`config.mk`:
```
export PLATFORM = sky130hd
export DESIGN_NAME = exception_ctrl
export DESIGN_NICKNAME = d
export VERILOG_FILES = /design/src/rtl/exc_pkg.sv /design/src/rtl/exception_ctrl_irq_latch.sv /design/src/rtl/exception_ctrl.sv
export SDC_FILE = /design/constraint.sdc
export NUM_CORES = 1
export LEC_CHECK = 0
export ABC_AREA = 1
export BUFFER_PORTS_ARGS = -buffer_cell sky130_fd_sc_hd__buf_4
export CORE_AREA = 2 2 99 101
export DETAILED_ROUTE_END_ITERATION = 12
export DIE_AREA = 0 0 101 103
export GPL_TIMING_DRIVEN = 0
export PLACE_DENSITY_LB_ADDON = 0.2
export SLEW_MARGIN = 30
export SYNTH_ARGS = -nofsm -noshare
export SYNTH_HDL_FRONTEND = slang
export SYNTH_SLANG_ARGS = --single-unit
```
`constraint.sdc`:
```
create_clock -name clk -period 1.51 [get_ports clk]
set_clock_uncertainty 0.1 [all_clocks]
set_input_delay 0.0755 -clock clk [delete_from_list [all_inputs] [get_ports clk]]
set_output_delay 0.0755 -clock clk [all_outputs]
set_load 0.005 [all_outputs]
```
`src/rtl/exc_pkg.sv`:
```
// Shared exception encodings and controller state type; maindec uses the same codes.
package exc_pkg;

  typedef enum logic [1:0] {
    RUN     = 2'd0,
    HANDLER = 2'd1,
    LOCK    = 2'd2
  } exc_state_t;

  localparam logic [3:0] EXC_NONE  = 4'b0000;
  localparam logic [3:0] EXC_IRQ   = 4'b0001;
  localparam logic [3:0] EXC_INVOP = 4'b0010;

endpackage

```
`src/rtl/exception_ctrl_irq_latch.sv`:
```
// External IRQ capture: arm/pend latch with one-cycle acknowledge per request level.
// Define IRQ_SYNC_EN to pass ExtIRQ through a 2-flop synchronizer first.
module irq_latch (
  input  logic clk,
  input  logic reset,
  input  logic ExtIRQ,
  input  logic take,
  output logic irq_pend,
  output logic ExtIAck
);

  logic irq_s;
  logic pend_q, pend_d;
  logic armed_q, armed_d;
  logic ack_q, ack_d;

`ifdef IRQ_SYNC_EN
  logic sync1_q, sync2_q;

  always_ff @(posedge clk or negedge reset) begin
    if (!reset) begin
      sync1_q <= 1'b0;
      sync2_q <= 1'b0;
    end else begin
      sync1_q <= ExtIRQ;
      sync2_q <= sync1_q;
    end
  end

  assign irq_s = sync2_q;
`else
  assign irq_s = ExtIRQ;
`endif

  always_comb begin
    pend_d  = pend_q;
    armed_d = armed_q;
    if (irq_s && armed_q) begin
      pend_d  = 1'b1;
      armed_d = 1'b0;
    end
    if (!irq_s) armed_d = 1'b1;
    // A take on the same edge as a capture wins, leaving nothing pending.
    if (take) pend_d = 1'b0;
    ack_d = take;
  end

  always_ff @(posedge clk or negedge reset) begin
    if (!reset) begin
      pend_q  <= 1'b0;
      armed_q <= 1'b1;
      ack_q   <= 1'b0;
    end else begin
      pend_q  <= pend_d;
      armed_q <= armed_d;
      ack_q   <= ack_d;
    end
  end

  assign irq_pend = pend_q;
  assign ExtIAck  = ack_q;

endmodule

```
`src/rtl/exception_ctrl.sv`:
```
// Exception/interrupt controller: RUN/HANDLER/LOCK state, ELR/ESR, PC redirects.
// IRQ_SYNC_EN (see irq_latch) adds input synchronization on ExtIRQ.
module exception_ctrl
  import exc_pkg::*;
#(
  parameter int unsigned    N           = 64,
  parameter logic [N-1:0]   VECTOR_ADDR = 'hD8
) (
  input  logic         clk,
  input  logic         reset,
  input  logic [3:0]   EStatus,
  input  logic         ERet,
  input  logic         ExtIRQ,
  input  logic [N-1:0] imem_addr,
  output logic         irq_req,
  output logic         ExtIAck,
  output logic         Exc,
  output logic [N-1:0] ExcVector,
  output logic         ERetTaken,
  output logic [N-1:0] ELR,
  output logic [3:0]   ESR,
  output logic         Locked
);

  exc_state_t   state_q, state_d;
  logic [N-1:0] elr_q, elr_d;
  logic [3:0]   esr_q, esr_d;
  logic         irq_pend;
  logic         irq_take;

  assign irq_take = (state_q == RUN) && (EStatus == EXC_IRQ);

  irq_latch u_irq_latch (
    .clk      (clk),
    .reset    (reset),
    .ExtIRQ   (ExtIRQ),
    .take     (irq_take),
    .irq_pend (irq_pend),
    .ExtIAck  (ExtIAck)
  );

  always_comb begin
    state_d   = state_q;
    elr_d     = elr_q;
    esr_d     = esr_q;
    Exc       = 1'b0;
    ERetTaken = 1'b0;
    unique case (state_q)
      RUN: begin
        if (EStatus != EXC_NONE) begin
          Exc     = 1'b1;
          elr_d   = imem_addr;
          esr_d   = EStatus;
          state_d = HANDLER;
        end
      end
      HANDLER: begin
        // Any fault inside the handler is fatal, even alongside ERET.
        if (EStatus != EXC_NONE) begin
          state_d = LOCK;
        end else if (ERet) begin
          ERetTaken = 1'b1;
          state_d   = RUN;
        end
      end
      default: state_d = LOCK;
    endcase
  end

  always_ff @(posedge clk or negedge reset) begin
    if (!reset) begin
      state_q <= RUN;
      elr_q   <= '0;
      esr_q   <= '0;
    end else begin
      state_q <= state_d;
      elr_q   <= elr_d;
      esr_q   <= esr_d;
    end
  end

  assign irq_req   = irq_pend && (state_q == RUN);
  assign Locked    = (state_q == LOCK);
  assign ExcVector = VECTOR_ADDR;
  assign ELR       = elr_q;
  assign ESR       = esr_q;

endmodule

```
Word-level counts from Yosys, hierarchy flattened
Index checks and enable logic that the tools add are counted.
{ "word_totals": {"wordCells": 33, "out_inout_bits": 137, "inputBits": 72, "regBits": 73} }
{ "op_classes": {"n_reduce_logical": 8, "n_eq_ne": 6, "n_mux": 13} }
{ "op_table": {"columns": ["op", "n"], "rows": [
  ["1-bit 2-to-1 mux", 9],
  ["2-bit 2-to-1 mux", 3],
  ["4-bit by 1-bit equality test with 1-bit output (second input constant)", 1],
  ["2-bit by 1-bit inequality test with 1-bit output (second input constant)", 2],
  ["2-bit one-hot mux with 2 select lines", 1],
  ["2-bit AND reduction", 2],
  ["4-bit nonzero test", 1],
  ["1-bit logical AND", 3],
  ["3-bit inequality test (second input constant)", 1],
  ["2-bit by 1-bit equality test with 1-bit output (second input constant)", 1],
  ["2-bit equality test (second input constant)", 1],
  ["2-bit zero test", 1],
  ["2-bit nonzero test", 1]
]} }

Longest topological paths before layout
{ "logic_depth": {"word_depth": 3, "mapped_depth": 6} }

Hierarchy
A second synthesis with hierarchy kept.
{ "unflattened": {"hier_cells": 387, "area_unflattened_um2": 3417.0} }
{ "modules_own_cells": {"columns": ["mod", "cells_per_inst", "area_each_um2", "instances"], "rows": [
  ["exception_ctrl", 380, 3320.7, 1],
  ["irq_latch", 7, 96.3, 1]
]} }

Worst setup path after synthesis
OpenSTA, ideal clock, no wires.
{ "synth_timing": {"kind": "register to register", "start": "register state_q[1]", "end": "register elr_q[10] (netlist: ELR[10])", "slack_ns": 0.286, "synth_period_minus_slack_ns": 1.224, "stages_incl_launch_ff": 6, "path_buffers": 1, "arrival_time_ns": 1.009, "cell_sequence": "dfrtp_1 > nor2_8 > nand2_8 > buf_12 > nand2_4 > nand2_2"} }
{ "synth_between": {"elab_chain_len": 2} }
{ "synth_rtl": {"columns": ["element", "line_no", "text"], "rows": [
  ["from (decl)", "exception_ctrl.sv:25", "exc_state_t state_q, state_d;"],
  ["from (signal assigned)", "exception_ctrl.sv:76", "state_q <= state_d;"],
  ["2-bit zero test", "exception_ctrl.sv:48", "unique case (state_q)"],
  ["2-bit AND reduction (no source line)", null, null],
  ["to (signal assigned)", "exception_ctrl.sv:77", "elr_q <= elr_d;"],
  ["to (decl)", "exception_ctrl.sv:26", "logic [N-1:0] elr_q, elr_d;"]
]} }
No other way between the ends.
A chain may end at the register's enable or synchronous reset.

Worst setup path after layout
{ "layout_timing": {"start": "register state_q[1]", "end": "output port Exc"} }
{ "layout_between": {"elab_chain_len": 2} }
{ "layout_rtl": {"columns": ["element", "line_no", "text"], "rows": [
  ["2-bit zero test", "exception_ctrl.sv:48", null],
  ["1-bit 2-to-1 mux", "exception_ctrl.sv:48", null],
  ["to (decl)", "exception_ctrl.sv:17", "output logic Exc,"]
]} }
No other way between the ends.

==> summary.txt <==
Outcome
  – Status: complete, no violations

Logic synthesis
  – Main combinational cell family by area after synthesis: simple AND/OR/NAND/NOR gates
  – Adder-cell share of the synthesized area: 0%
  – Xor/xnor share of the synthesized area: 0%
  – Library cells used by synthesis: 21
  – Simple-Gate Fraction of Synth Area: 39.4%
  – Syn avg cell area: 11.0 um2
  – Compound-Gate Fraction of Synth Area: 0.116%
  – Post-synthesis mux area share: 0%
  – Sequential fraction of the synthesis area: 42.5%
  – Syn. warnings: 0
  – Syn Inst Count: 392
  – Post-Syn Area: 4310 um2
  – Synth Register Bits: 73

GRT
  – First-pass GRT wire length: 16.8 mm
  – GRT overflow: 0
  – Vias in the first global route: 3486
  – Gr usage total: 20.6%
  – Initial antenna violation count: 0
  – Largest net degree at the start of global routing: 74

Die
  – Initial Util: 45.5%
  – Core area: 9460 um2
  – DIE AREA: 10400 um2
  – DIE HEIGHT: 103 um
  – # IOs: 209
  – Die W: 101 um
  – FP Rows: 36

Finish
  – Most frequent cells in the layout: 213 x buf_4, 72 x dlygate4sd3_1, 70 x dfrtp_1
  – Fillers: 710
  – Most common cell after layout, fill and taps aside: buf_4
  – Synth-to-Final Area Change: 56.5%
  – Cell area after layout: 6740 um2
  – Nets: 757
  – Final Non-Filler Cells: 804
  – Share of cells above drive strength 1: 58.8%
  – Antenna Cells: 0

Placement
  – Cell Area, Placed: 5760 um2
  – PortBufs: 144
  – Routability cong.: 0.784
  – Detail Placement HPWL: 6.99 mm
  – Placed insts: 712

Clock tree
  – Latest clock arrival within the worst-skew pair: 0.35 ns
  – CTS tree: built
  – Clock tree buffer depth: 2
  – Number of H-tree levels: 3
  – Cts bufs inserted: 9
  – Reg clk slew, reported paths: 0.08 ns
  – CTS Sinks: 73
  – Clk root buf: clkbuf_8

Timing
  – Period Utilization, post-route: 95.9%
  – Fin crit period: 1.45 ns
  – Worst-Margin Slew: 0.686 ns
  – Max Transition Viols Final: 0
  – Final Hold Vio Count: 0
  – RSZ-0062 raised after global routing: yes
  – Setup TNS: 0 ns
  – Highest Clock Rate: 690 MHz
  – Slew margin rel.: 54.3%
  – WHS: 0.165 ns
  – Final setup vio count: 0

Detailed routing
  – Routed length per placed instance: 13.2 um
  – Detailed Routing Iterations Pass 1: 4
  – Total routed wirelength: 10.6 mm
  – DRT antenna net count: 0
  – DR vias: 3379
  – DR iter-0 viols: 71
  – Drt drc: 0
  – Vias per cell: 4.20

Setup path
  – Crit Path Max Fanout: 4
  – WP data arrival: 1.27 ns
  – Crit path required time: 1.33 ns
  – Crit path kind: reg2out
  – CP endpoint kind: primary output
  – CP Launch Type: register

Power
  – VDD IR-drop max: 313 uV
  – Pleak: 3.57 nW
  – PD cells: 592 nW/um2

Hold path
  – Hold WC Path Type: in2reg

Job
  – Total of max-cap violations: 0
[registers in the layout, summed over array words and instances, names as in the netlist]
| signal | cells |
|---|---|
| ELR | 64 |
| ESR | 4 |
| state_q | 2 |
| u_irq_latch.ExtIAck | 1 |
| u_irq_latch.armed_q | 1 |
| u_irq_latch.irq_pend | 1 |
[Yosys cell counts (all sizes together)]
| cell type | n | area, um2 |
|---|---|---|
| nor2 | 7 | 47.5 |
| dfstp | 1 | 26.3 |
| o21ai | 1 | 5.00 |
| nor3 | 1 | 5.00 |
| dfrtp | 72 | 1800 |
| nand2 | 148 | 1180 |
| nand3 | 66 | 465 |
| conb | 2 | 7.51 |
| buf | 85 | 733 |
| inv | 9 | 33.8 |
[repair_timing]
item | in CTS | in global routing
endpoints found under the hold margin | 144 | 0
pin swaps | 2 | 1
setup buffers | 3 | 1
cloned | 0 | 0
setup endpoints to repair | 2 | 4
gates resized for setup | 2 | 8
hold buffers | 72 | 0
[routing by layer]
metal | routed length, um | part of all wire [%] | track usage, % | up-vias
met5 | 0 | 0 | 0 | -
met4 | 187 | 1.8 | 6.86 | 0
met3 | 692 | 6.5 | 4.95 | 16
met2 | 5450 | 51 | 35.8 | 134
met1 | 4260 | 40 | 25.3 | 1548
li1 | - | - | - | 1681
[where the power goes]
| group | switching (mW) | leakage [nW] | internal, mW |
|---|---|---|---|
| Combinational | 0.197 | 2.46 | 0.353 |
| Clock | 0.711 | 0.102 | 0.773 |
| Sequential | 0.000461 | 1.00 | 1.96 |
[worst paths after layout]
path	start	endpoint	slack [ns]	cells past startpoint
max	state_q[1]$_DFFE_PN0P_	Exc	0.06	5
min	EStatus[2]	state_q[0]$_DFFE_PN0P_	0.16	5
max reg2reg	state_q[1]$_DFFE_PN0P_	ELR[54]$_DFFE_PN0P_	0.09	5
min reg2reg	ELR[41]$_DFFE_PN0P_	ELR[41]$_DFFE_PN0P_	0.38	2
max in group asynchronous	reset	state_q[1]$_DFFE_PN0P_	0.58	2
min in group asynchronous	reset	ELR[9]$_DFFE_PN0P_	0.21	2
[stage by stage]
| step | worst slack, ns | util (%) | total power [mW] |
|---|---|---|---|
| global route | -0.0137 | 71.2 | 4.18 |
| global placement | 0.177 | 60.9 | 2.38 |
| floorplan | 0.286 | - | 2.18 |
| detailed placement | 0.157 | 60.9 | 2.38 |
| finish | 0.0616 | 71.2 | 3.99 |
| CTS | 0.0136 | 70.8 | 4.02 |
[cell families after synthesis]
group,Yosys count
and+or+nand+nor,222
buffers and inverters,94
DFF,73
other,2
AOI/OAI and AO/OA,1
[worst max-delay path: stages, from the launching register on]
cell and delay, ns:
dfrtp_2 0.47, nor2_8 0.16, nand2_8 0.06, buf_8 0.12
clkinv_4 0.03, buf_6 0.08
[layout make-up]
class | count | area [um2] | share of cell area, %
flip-flops and latches | 73 | 1830 | 27.2
well taps | 114 | 143 | 2.12
clock buffers | 14 | 183 | 2.71
multi-input cells | 287 | 1950 | 29.0
inverters | 9 | 38.8 | 0.576
plain buffers | 85 | 742 | 11.0
clock inverters | 2 | 10.0 | 0.149
repair buffers | 220 | 1840 | 27.3
(Power assumes the default switching activity.)
